===== config.mk =====
export PLATFORM = sky130hd
export DESIGN_NAME = wb_spi_flash_ctrl_flat
export DESIGN_NICKNAME = d
export VERILOG_FILES = /design/src/rtl/wb_spi_flash_ctrl_if.sv /design/src/rtl/wb_spi_flash_ctrl.sv /design/src/flat_wrapper.sv
export SDC_FILE = /design/constraint.sdc
export NUM_CORES = 1
export LEC_CHECK = 0
export CAP_MARGIN = 20
export CORE_MARGIN = 4
export CORE_UTILIZATION = 50
export CTS_CLUSTER_SIZE = 10
export DETAILED_ROUTE_END_ITERATION = 10
export PLACE_DENSITY = 0.85
export SYNTH_ARGS = -nofsm -noshare
export SYNTH_HDL_FRONTEND = slang
export SYNTH_SLANG_ARGS = --single-unit

===== constraint.sdc =====
create_clock -name wb_clk_i -period 5.16 [get_ports wb_clk_i]
set_clock_uncertainty 0.05 [all_clocks]
set_input_delay 1.032 -clock wb_clk_i [delete_from_list [all_inputs] [get_ports wb_clk_i]]
set_output_delay 1.032 -clock wb_clk_i [all_outputs]
set_load 0.05 [all_outputs]

===== src/rtl/wb_spi_flash_ctrl_if.sv =====
// Wishbone classic read port and SPI flash pins for wb_spi_flash_ctrl.
// The slave modport is the controller; the master modport is the SoC side and flash.
interface wb_spi_flash_ctrl_if;
   logic [31:0] wb_adr_i;
   logic [31:0] wb_dat_i;
   logic [3:0]  wb_sel_i;
   logic        wb_we_i;
   logic        wb_cyc_i;
   logic        wb_stb_i;
   logic [31:0] wb_dat_o;
   logic        wb_ack_o;
   logic        wb_err_o;
   logic        spi_sck_o;
   logic        spi_cs_n_o;
   logic        spi_mosi_o;
   logic        spi_miso_i;

   modport slave (
      input  wb_adr_i, wb_dat_i, wb_sel_i, wb_we_i, wb_cyc_i, wb_stb_i,
      output wb_dat_o, wb_ack_o, wb_err_o,
      output spi_sck_o, spi_cs_n_o, spi_mosi_o,
      input  spi_miso_i
   );

   modport master (
      output wb_adr_i, wb_dat_i, wb_sel_i, wb_we_i, wb_cyc_i, wb_stb_i,
      input  wb_dat_o, wb_ack_o, wb_err_o,
      input  spi_sck_o, spi_cs_n_o, spi_mosi_o,
      output spi_miso_i
   );
endinterface


===== src/rtl/wb_spi_flash_ctrl.sv =====
// Read-only Wishbone slave issuing one SPI READ (0x03) frame per word.
// Mode 0 SCK; every output is registered.
module wb_spi_flash_ctrl #(
   parameter int CLK_DIV = 2
) (
   input  logic                wb_clk_i,
   input  logic                wb_rst_i,
   wb_spi_flash_ctrl_if.slave  bus
);

   typedef enum logic [2:0] {
      IDLE, SETUP, SHIFT, ACK, HOLD, ERR
   } state_t;

   localparam logic [7:0] DIV_M1 = 8'(CLK_DIV - 1);

   state_t      state, state_n;
   logic [7:0]  div_cnt, div_n;
   logic [6:0]  bit_cnt, bit_n;
   logic [31:0] tx, tx_n;
   logic [31:0] rx, rx_n;
   logic [31:0] dat, dat_n;
   logic        sck, sck_n;
   logic        cs_n, cs_n_n;
   logic        mosi, mosi_n;
   logic        ack, ack_n;
   logic        err, err_n;

   logic tick;
   logic req;
   logic last;
   logic unused_bits;

   assign tick = (div_cnt == DIV_M1);
   assign req  = bus.wb_cyc_i & bus.wb_stb_i & ~ack & ~err;
   assign last = (bit_cnt == 7'd64);

   assign unused_bits = ^{bus.wb_dat_i, bus.wb_sel_i,
                          bus.wb_adr_i[31:24], bus.wb_adr_i[1:0]};

   always_ff @(posedge wb_clk_i or posedge wb_rst_i) begin
      if (wb_rst_i) state <= IDLE;
      else          state <= state_n;
   end

   always_comb begin
      state_n = state;
      unique case (state)
         IDLE:    if (req) state_n = bus.wb_we_i ? ERR : SETUP;
         SETUP:   if (tick) state_n = SHIFT;
         SHIFT:   if (tick && !sck && last) state_n = ACK;
         ACK:     state_n = HOLD;
         HOLD:    if (tick) state_n = IDLE;
         ERR:     state_n = IDLE;
         default: state_n = IDLE;
      endcase
   end

   always_comb begin
      div_n  = div_cnt;
      bit_n  = bit_cnt;
      tx_n   = tx;
      rx_n   = rx;
      dat_n  = dat;
      sck_n  = sck;
      cs_n_n = cs_n;
      mosi_n = mosi;
      ack_n  = 1'b0;
      err_n  = 1'b0;
      unique case (state)
         IDLE: begin
            if (req && bus.wb_we_i) begin
               err_n = 1'b1;
            end else if (req) begin
               tx_n   = {8'h03, bus.wb_adr_i[23:2], 2'b00};
               bit_n  = 7'd0;
               div_n  = 8'd0;
               cs_n_n = 1'b0;
               mosi_n = tx_n[31];
            end
         end
         SETUP: begin
            div_n = tick ? 8'd0 : div_cnt + 8'd1;
            if (tick) sck_n = 1'b1;
         end
         SHIFT: begin
            div_n = tick ? 8'd0 : div_cnt + 8'd1;
            if (tick && sck) begin
               sck_n  = 1'b0;
               tx_n   = {tx[30:0], 1'b0};
               mosi_n = tx[30];
               bit_n  = bit_cnt + 7'd1;
            end else if (tick && last) begin
               cs_n_n = 1'b1;
               mosi_n = 1'b0;
               dat_n  = {rx[7:0], rx[15:8], rx[23:16], rx[31:24]};
               ack_n  = bus.wb_cyc_i & bus.wb_stb_i;
            end else if (tick) begin
               sck_n = 1'b1;
               // first 32 periods clock out the command; their MISO is junk
               if (bit_cnt[5]) rx_n = {rx[30:0], bus.spi_miso_i};
            end
         end
         ACK: div_n = 8'd0;
         HOLD: div_n = tick ? 8'd0 : div_cnt + 8'd1;
         ERR: ;
         default: ;
      endcase
   end

   always_ff @(posedge wb_clk_i or posedge wb_rst_i) begin
      if (wb_rst_i) begin
         div_cnt <= 8'd0;
         bit_cnt <= 7'd0;
         tx      <= 32'd0;
         rx      <= 32'd0;
         dat     <= 32'd0;
         sck     <= 1'b0;
         cs_n    <= 1'b1;
         mosi    <= 1'b0;
         ack     <= 1'b0;
         err     <= 1'b0;
      end else begin
         div_cnt <= div_n;
         bit_cnt <= bit_n;
         tx      <= tx_n;
         rx      <= rx_n;
         dat     <= dat_n;
         sck     <= sck_n;
         cs_n    <= cs_n_n;
         mosi    <= mosi_n;
         ack     <= ack_n;
         err     <= err_n;
      end
   end

   assign bus.wb_dat_o   = dat;
   assign bus.wb_ack_o   = ack;
   assign bus.wb_err_o   = err;
   assign bus.spi_sck_o  = sck;
   assign bus.spi_cs_n_o = cs_n;
   assign bus.spi_mosi_o = mosi;

endmodule


===== src/flat_wrapper.sv =====
// flat-port wrapper written by rule: the top's interface ports become plain ports
module wb_spi_flash_ctrl_flat 
#(
   parameter int CLK_DIV = 2
)
  (wb_clk_i, wb_rst_i, bus_wb_adr_i, bus_wb_dat_i, bus_wb_sel_i, bus_wb_we_i, bus_wb_cyc_i, bus_wb_stb_i, bus_wb_dat_o, bus_wb_ack_o, bus_wb_err_o, bus_spi_sck_o, bus_spi_cs_n_o, bus_spi_mosi_o, bus_spi_miso_i);
  wb_spi_flash_ctrl_if bus_i ();
  input  logic wb_clk_i;
  input  logic wb_rst_i;
  input wire logic [$bits(bus_i.wb_adr_i)-1:0] bus_wb_adr_i;
  input wire logic [$bits(bus_i.wb_dat_i)-1:0] bus_wb_dat_i;
  input wire logic [$bits(bus_i.wb_sel_i)-1:0] bus_wb_sel_i;
  input wire logic [$bits(bus_i.wb_we_i)-1:0] bus_wb_we_i;
  input wire logic [$bits(bus_i.wb_cyc_i)-1:0] bus_wb_cyc_i;
  input wire logic [$bits(bus_i.wb_stb_i)-1:0] bus_wb_stb_i;
  output wire logic [$bits(bus_i.wb_dat_o)-1:0] bus_wb_dat_o;
  output wire logic [$bits(bus_i.wb_ack_o)-1:0] bus_wb_ack_o;
  output wire logic [$bits(bus_i.wb_err_o)-1:0] bus_wb_err_o;
  output wire logic [$bits(bus_i.spi_sck_o)-1:0] bus_spi_sck_o;
  output wire logic [$bits(bus_i.spi_cs_n_o)-1:0] bus_spi_cs_n_o;
  output wire logic [$bits(bus_i.spi_mosi_o)-1:0] bus_spi_mosi_o;
  input wire logic [$bits(bus_i.spi_miso_i)-1:0] bus_spi_miso_i;
  assign bus_i.wb_adr_i = bus_wb_adr_i;
  assign bus_i.wb_dat_i = bus_wb_dat_i;
  assign bus_i.wb_sel_i = bus_wb_sel_i;
  assign bus_i.wb_we_i = bus_wb_we_i;
  assign bus_i.wb_cyc_i = bus_wb_cyc_i;
  assign bus_i.wb_stb_i = bus_wb_stb_i;
  assign bus_wb_dat_o = bus_i.wb_dat_o;
  assign bus_wb_ack_o = bus_i.wb_ack_o;
  assign bus_wb_err_o = bus_i.wb_err_o;
  assign bus_spi_sck_o = bus_i.spi_sck_o;
  assign bus_spi_cs_n_o = bus_i.spi_cs_n_o;
  assign bus_spi_mosi_o = bus_i.spi_mosi_o;
  assign bus_i.spi_miso_i = bus_spi_miso_i;
  wb_spi_flash_ctrl #(.CLK_DIV(CLK_DIV)) u_core (.wb_clk_i(wb_clk_i), .wb_rst_i(wb_rst_i), .bus(bus_i));
endmodule

# --- Yosys cells after proc, flatten, opt, wreduce, memory -nomap -nowiden ---
# Index checks and enable logic that the tools add are counted.
totals:
  reg_bits: 118
  inputBits: 74
op_classes:
  addsub: 2
  n_eq_ne: 16
  mux: 35
  bitwise: 7
  reduce_logical: 19
ops:
  columns: ["op", "count"]
  rows:
  - ["$mux W31", 3]
  - ["$pmux W31 S2", 1]
  - ["$mux W8", 3]
  - ["$pmux W8 S3", 1]
  - ["$mux W7", 3]
  - ["$mux W3", 5]
  - ["$pmux W3 S5", 1]
  - ["$mux W1", 14]
  - ["$pmux W7 S2", 1]
  - ["$ne A2 B1 Y1 const B", 6]
  - ["$reduce_and A4 Y1", 3]
  - ["$reduce_and A5 Y1", 2]
  - ["$add A8 B1 Y8 const B", 1]
  - ["$eq A8 B1 Y1 const B", 1]
  - ["$add A7 B1 Y7 const B", 1]
  - ["$eq A7 B7 Y1 const B", 1]
  - ["$eq A3 B2 Y1 const B", 2]
  - ["$pmux W1 S2", 3]
  - ["$reduce_and A3 Y1", 2]
  - ["$logic_and A1 B1 Y1", 5]
  - ["$ne A2 B2 Y1 const B", 2]
  - ["$not A1 Y1", 4]
  - ["$reduce_bool A2 Y1", 2]
  - ["$and A1 B1 Y1", 3]
  - ["9 further kinds", 9]

# --- Longest topological paths before layout ---
# Gate-level depths: netlist (run 1).
logic_depth:
  word_depth: 6
  depth_mapped: 11

# --- Least setup slack after synthesis (run 1) ---
# OpenSTA, ideal clock, no wires.
synth_timing:
  path_kind: "flip-flop to flip-flop"
  start: "register u_core.div_cnt[1]"
  end: "register u_core.bit_cnt[6]"
  setup_time_ps: 77
  arrival_ps: 2466
  setup_slack_ps: 2566
  stages_incl_launch_ff: 11
  period_less_slack_ps: 2594
  cell_sequence: "dfrtp_1 > inv_1 > ha_1 > nor4b_2 > nand2_1 > inv_1 > ha_1 > nor4bb_1 > a31oi_1 > or4_1 > a21oi_1"
synth_between:
  elab_chain_cells: 4
synth_lines:
  columns: ["element", "line", "source"]
  rows:
  - ["start, declared", "wb_spi_flash_ctrl.sv:18", "logic [7:0] div_cnt, div_n;"]
  - ["start signal, assigned", "wb_spi_flash_ctrl.sv:124", "div_cnt <= div_n;"]
  - ["$eq A8 B1 Y1", "wb_spi_flash_ctrl.sv:34", "assign tick = (div_cnt == DIV_M1);"]
  - ["$logic_and A1 B1 Y1", "wb_spi_flash_ctrl.sv:88", "if (tick && sck) begin"]
  - ["$ne A2 B1 Y1 (no line)", null, null]
  - ["$reduce_and A4 Y1 (no line)", null, null]
  - ["end signal, assigned", "wb_spi_flash_ctrl.sv:125", "bit_cnt <= bit_n;"]
  - ["end, declared", "wb_spi_flash_ctrl.sv:19", "logic [6:0] bit_cnt, bit_n;"]
# No other way between the ends.
# A chain may end at the register's enable or synchronous reset.

# --- Worst setup path after layout (run 1) ---
layout_timing:
  start: "register u_core.div_cnt[0]"
  end: "register u_core.dat[24], in the netlist u_core.bus.wb_dat_o[24]"
layout_between:
  elab_chain_cells: 4
  elab_cells_between_ends: 5
  classes_between: "eq/ne: 1; bitwise: 1; reduce/logical: 3"
layout_lines:
  columns: ["element", "line", "source"]
  rows:
  - ["$eq A8 B1 Y1 *", "wb_spi_flash_ctrl.sv:34", null]
  - ["$logic_and A1 B1 Y1", "wb_spi_flash_ctrl.sv:88", null]
  - ["$not A1 Y1 (no line)", null, null]
  - ["$reduce_and A3 Y1 (no line) *", null, null]
  - ["end signal, assigned", "wb_spi_flash_ctrl.sv:128", "dat <= dat_n;"]
  - ["end, declared", "wb_spi_flash_ctrl.sv:22", "logic [31:0] dat, dat_n;"]
# Mark *: on every way between the ends. The rest lies on a longest branch, timed or not.

==> results of run 1 <==
[how the worst max path moves through the flow]
stage	startpoint	slack [ns]	cells after the start	end
2_1_floorplan	wb_rst_i	1.01	1	u_core.bit_cnt[0]
3_3_place_gp	u_core.div_cnt[0]	1.77	7	u_core.bus.wb_dat_o[22]
3_5_place_dp	u_core.div_cnt[0]	1.70	7	u_core.bus.wb_dat_o[24]
4_1_cts	u_core.div_cnt[0]	1.67	7	u_core.bus.wb_dat_o[24]
5_1_grt	u_core.div_cnt[1]	1.49	8	u_core.bus.wb_dat_o[19]
6_report	u_core.div_cnt[0]	1.65	7	u_core.bus.wb_dat_o[24]
[routing by layer]
layer  wire, µm  part of all wire (%)  vias up  global-route usage [%]
li1           -                     -     1584                       -
met1       4120                    42     1673                    21.5
met2       5080                    52       90                    30.5
met3        504                   5.1       13                    5.80
met4         92                  0.94        0                    4.45
met5          0                     0        -                       0
[final cells by class]
type / count / share of cell area [%]
clock buffer: 18 / 6.63
sequential: 116 / 45.0
timing repair buffer: 70 / 10.9
tap: 133 / 2.58
inverter: 11 / 0.678
clock inverter: 14 / 1.67
multi-input combinational: 257 / 32.5
[power breakdown]
group / switching [mW] / internal, mW / leakage [nW]
clock: 0.431 / 0.603 / 0.245
sequential: 0.112 / 1.03 / 1.56
combinational: 0.287 / 0.202 / 1.36
[per-stage QoR]
stage                     power (mW)  hold slack (ns)  util, %  setup slack [ns]  std cells
after floorplan                 1.49            0.399        -              1.01        404
after detailed placement        1.65            0.420     60.0              1.70        587
after CTS                       2.69            0.434     65.4              1.67        619
after global routing            2.81            0.454     65.4              1.49        619
after global placement          1.60            0.412     59.7              1.77        586
final                           2.67            0.429     65.4              1.65        619
[synthesized netlist by cell type, types with 2 or more instances]
| master | count | area, µm² |
|---|---|---|
| nand4_1 | 3 | 18.8 |
| dfrtp_1 | 115 | 2880 |
| a31oi_1 | 3 | 18.8 |
| mux2_4 | 30 | 450 |
| o22ai_1 | 2 | 12.5 |
| ha_1 | 8 | 100 |
| nor2_1 | 7 | 26.3 |
| a21oi_1 | 7 | 35.0 |
| nor2b_1 | 2 | 12.5 |
| o2bb2ai_1 | 2 | 17.5 |
| xor2_1 | 3 | 26.3 |
| buf_6 | 3 | 33.8 |
| mux2_2 | 35 | 394 |
| buf_2 | 2 | 10.0 |
| nor3_1 | 5 | 25.0 |
| nand2_1 | 46 | 173 |
| clkbuf_1 | 14 | 52.6 |
| inv_1 | 11 | 41.3 |
| or2_2 | 2 | 12.5 |
| a22o_1 | 6 | 52.6 |
| xnor2_1 | 2 | 17.5 |
| mux2i_1 | 25 | 250 |
| nand3_1 | 11 | 55.1 |
| nand2b_1 | 2 | 12.5 |
| o21ai_0 | 31 | 155 |
| o41ai_1 | 2 | 17.5 |
| or4_1 | 2 | 15.0 |
| or3_1 | 4 | 25.0 |
[cell usage in the layout (no fill, tap or decap), types with 3 or more instances in the layout]
master,n
a21oi_1,7
a22o_1,6
buf_4,5
clkbuf_16,16
clkdlybuf4s50_1,64
clkinv_4,5
clkinvlp_4,6
dfrtp_1,115
ha_1,8
inv_1,10
mux2_2,35
mux2_4,30
mux2i_1,25
nand2_1,46
nand3_1,11
nand4_1,3
nor2_1,7
nor3_1,5
o21ai_0,31
or3_1,4
xor2_1,3
[critical path, delay by kind of cell, from the launching register on]
kind	cells	cell delay (ns)
simple gates	3	1.68
fa+ha+maj	2	0.52
buf+inv	1	0.21
flops	1	0.44
mux	1	0.47
[flip-flops by register name, indices dropped and copies added (netlist names)]
name,count
u_core.bit_cnt,7
u_core.rx,32
u_core.bus.wb_dat_o,32
u_core.bus.wb_ack_o,1
u_core.state,3
u_core.bus.spi_sck_o,1
u_core.bus.spi_mosi_o,1
u_core.bus.wb_err_o,1
u_core.div_cnt,8
u_core.tx,29
u_core.bus.spi_cs_n_o,1
[cells by family (layout without fill, tap and decap cells)]
group / after synthesis / in the layout / share of synthesized area, %
buffers and inverters: 31 / 113 / 2.76
adders and majority gates: 8 / 8 / 1.95
DFF: 116 / 116 / 56.7
xor gates and xnor gates: 5 / 5 / 0.855
AOI/OAI and AO/OA: 58 / 58 / 6.84
and+or+nand+nor: 96 / 96 / 9.53
muxes: 90 / 90 / 21.4
==> results.cfg, run 1 <==
[worst_setup_path]
cp-end-kind = flip-flop
cp_max_fo = 32
reg2reg_slack_ns = 1.65
r2r_cells = 7
crit_chain = ha_1 > nor4b_2 > nand2_1 > inv_1 > ha_1 > or4_2 > mux2_4
crit_top_cell = ha_1
cp-start-kind = flip-flop
r2r_start = u_core.div_cnt[0]
required_ns = 5.50
r2r-end = u_core.bus.wb_dat_o[24]
path_class = flip-flop to flip-flop
cp_slowest_stage_delay_ns = 1.18
crit_slowest_cell = or4_2
cp.arrival_ns = 3.85

[floorplanning]
fp.dieW_um = 109
core-area_um2 = 9860
start_util_pct = 51.9
die_h_um = 109
die-area_um2 = 11900
io_pins = 111
std_cell_rows = 36

[synthesis]
ys_seq_area_share_pct = 56.7
synth_fp_nets = 486
synth_area_um2 = 5120
ys_types = 47
async_flop_share_pct = 100
ys_warn_count = 0
ys.flop_type = dfrtp_1
synth_seq_cells = 116
syn_inst = 404
syn_avg_cell_area_um2 = 12.7
synth_edf_count = 0

[sta]
max_slew_margin_pct = 31.3
setup_violations = 0
maxSlewViolCount = 0
tns_ns = 0
max_freq_mhz = 285
min_period_over_period_pct = 68.1
worst_pin_slew_ns = 1.03
hold_viol_final = 0
post-route-min-period_ns = 3.51
grt_setup_unrepaired = false

[power]
power_density_nw_per_um2 = 414
power_leakage_nw = 3.16
max-vdd-ir-drop_uv = 407

[finish]
ff_latch_area_um2 = 2900
final_nets = 555
nFillCells = 705
fin_area_um2 = 6450
drive_above_1_share_pct = 23.3
antenna_cells = 0
multi_input_area_um2 = 2100
area_growth_pct = 26.0

[grt]
grt_first_pass_wirelength_um = 16500
grt_start_max_net_pins = 68
grtUsageTotal_pct = 17.7
grt_pass1_vias = 3405
overflow = 0
antenna_found_initial = 0

[placement]
place_area_um2 = 5920
portBuffers = 64
place_congestion = 0.760
place.detailed.hpwl_um = 6660

[routing]
antenna_left = 0
num_vias = 3360
via_per_inst = 5.43
drc = 0
drtIter0Drc = 176
drt-total-wl_um = 9800
firstDrtPassIters = 4
wl_per_cell_um = 15.8

[clocking]
cts_root_buf = clkbuf_8
clk_pin_slew_worst_paths_ns = 0.06
post-cts-setup-buffers = 0
clock_sinks = 116
cts_hold_buf = 0
cts_buffers = 17
htree_levels = 4
cts_buffer_depth = 2
cts_tree = done
post_cts_resized = 0
clkLatencyLatePin_ns = 0.51

[hold_path]
holdPathEnd = u_core.tx[15]
min_delay_path_depth = 2
hold_path_startpoint = u_core.tx[15]
hp-class = flip-flop to flip-flop

[run]
maxCapViolCount = 0

[outcome]
status = completed
No activity file was read; power rests on OpenSTA's default activity.
==> run 2: changes to the inputs <==
Clock period 5.16 ns to 3.3 ns, I/O delays scaled along.
==> run 2 against run 1 <==
Clock-buffer cell count fell by 1. Combinational power is 57% higher. Sequential share of layout area shrank 0.23 points. Via count is 0.42% lower. Routed wire length up 2.1%. Critical endpoint is now u_core.bus.wb_dat_o[25]. Sequential power rose by 57%. Total power grew 59%. First-iteration DRC count fell by 38%. Highest routed layer unchanged. Critical path depth did not move.
==> results.cfg, run 2 (same netlist as run 1, synthesis figures left out) <==
[clocking]
cts_hold_buf = 0
post-cts-setup-buffers = 0
clk_pin_slew_worst_paths_ns = 0.06
clkLatencyLatePin_ns = 0.52
clock_sinks = 116
cts_buffers = 17
cts_tree = done
htree_levels = 4
cts_buffer_depth = 2
post_cts_resized = 0
cts_root_buf = clkbuf_8

[routing]
wl_per_cell_um = 16.1
antenna_left = 0
num_vias = 3346
drc = 0
drt-total-wl_um = 10000
firstDrtPassIters = 4
via_per_inst = 5.40
drtIter0Drc = 109

[finish]
final_common_cell = dfrtp_1
final_cell_mix = dfrtp_1 (115), clkdlybuf4s50_1 (64), nand2_1 (46)
antenna_cells = 0
area_growth_pct = 26.6
final_nets = 557
drive_above_1_share_pct = 23.4
utilization_pct = 65.8

[grt]
grt_first_pass_wirelength_um = 16400
antenna_found_initial = 0
overflow = 0
grtUsageTotal_pct = 18.1
grt_pass1_vias = 3387
grt_start_max_net_pins = 71

[sta]
tns_ns = 0
worst_pin_slew_ns = 0.798
hold_viol_final = 0
setup_ws_ns = 0.484
post-route-min-period_ns = 2.82
holdWs_ns = 0.429
max_slew_margin_pct = 46.4
grt_setup_unrepaired = false
max_freq_mhz = 355
maxSlewViolCount = 0
min_period_over_period_pct = 85.3
setup_violations = 0

[hold_path]
hold_path_startpoint = u_core.tx[10]
min_delay_path_depth = 2
hp-class = flip-flop to flip-flop

[floorplanning]
core-area_um2 = 9860
die-area_um2 = 11900
fp.dieW_um = 109
io_pins = 111
start_util_pct = 51.9
die_h_um = 109
std_cell_rows = 36

[worst_setup_path]
cp-startpoint = u_core.bit_cnt[0]
r2r_start = u_core.bit_cnt[0]
path_class = flip-flop to flip-flop
cp-start-kind = flip-flop
cp.arrival_ns = 3.16
cp_max_fo = 32
cp-end-kind = flip-flop
r2r_cells = 7
required_ns = 3.64

[power]
power_leakage_nw = 3.18
max-vdd-ir-drop_uv = 381
power_density_nw_per_um2 = 653
power.total_mw = 4.24

[placement]
place_congestion = 0.807
portBuffers = 64
place.detailed.hpwl_um = 6390
dp_slack_ns = 0.509

[outcome]
status = completed

[run]
maxCapViolCount = 0
-- run 2: worst paths after layout --
kind                                                end  slack, ns
worst max-delay path            u_core.bus.wb_dat_o[25]       0.48
worst min register to register            u_core.tx[10]       0.43
min in group asynchronous       u_core.bus.wb_dat_o[27]       0.54
worst min-delay path                      u_core.tx[10]       0.43
max in group asynchronous         u_core.bus.spi_cs_n_o       2.31
worst max register to register  u_core.bus.wb_dat_o[25]       0.48
-- run 2: area by class of cell --
class	count	area, µm²
Fill cell	667	3380
Sequential cell	116	2900
Multi-Input combinational cell	257	2100
Timing Repair Buffer	72	726
Clock buffer	17	414
Tap cell	133	166
Clock inverter	14	133
Inverter	11	45.0
-- run 2: worst max-delay path, stage by stage (launching register included) --
cell and delay, ns:
dfrtp_1 0.43, inv_1 0.09, ha_1 0.14, nor4b_1 0.44, nand2_1 0.25, or4_2 0.57, buf_4 0.33, mux2_4 0.37
-- run 2: layer usage --
metal  vias up  GRT usage (%)  part of all wire, %
met1      1679           22.1                   44
met2        76           29.8                   51
met4         0           6.50                  1.2
li1       1579              -                    -
met3        12           6.10                  4.1
met5         -              0                    0
-- run 2: power by group --
group	total, mW	switching, mW	internal [mW]
logic	0.768	0.443	0.325
registers	1.80	0.179	1.62
clock network	1.67	0.672	1.00
-- run 2: through the flow --
stage                     instances  cell area, µm²
final                           620            6490
after global routing            620            6490
after CTS                       620            6490
after detailed placement        589            5940
after global placement          589            5940
after floorplan                 404            5130
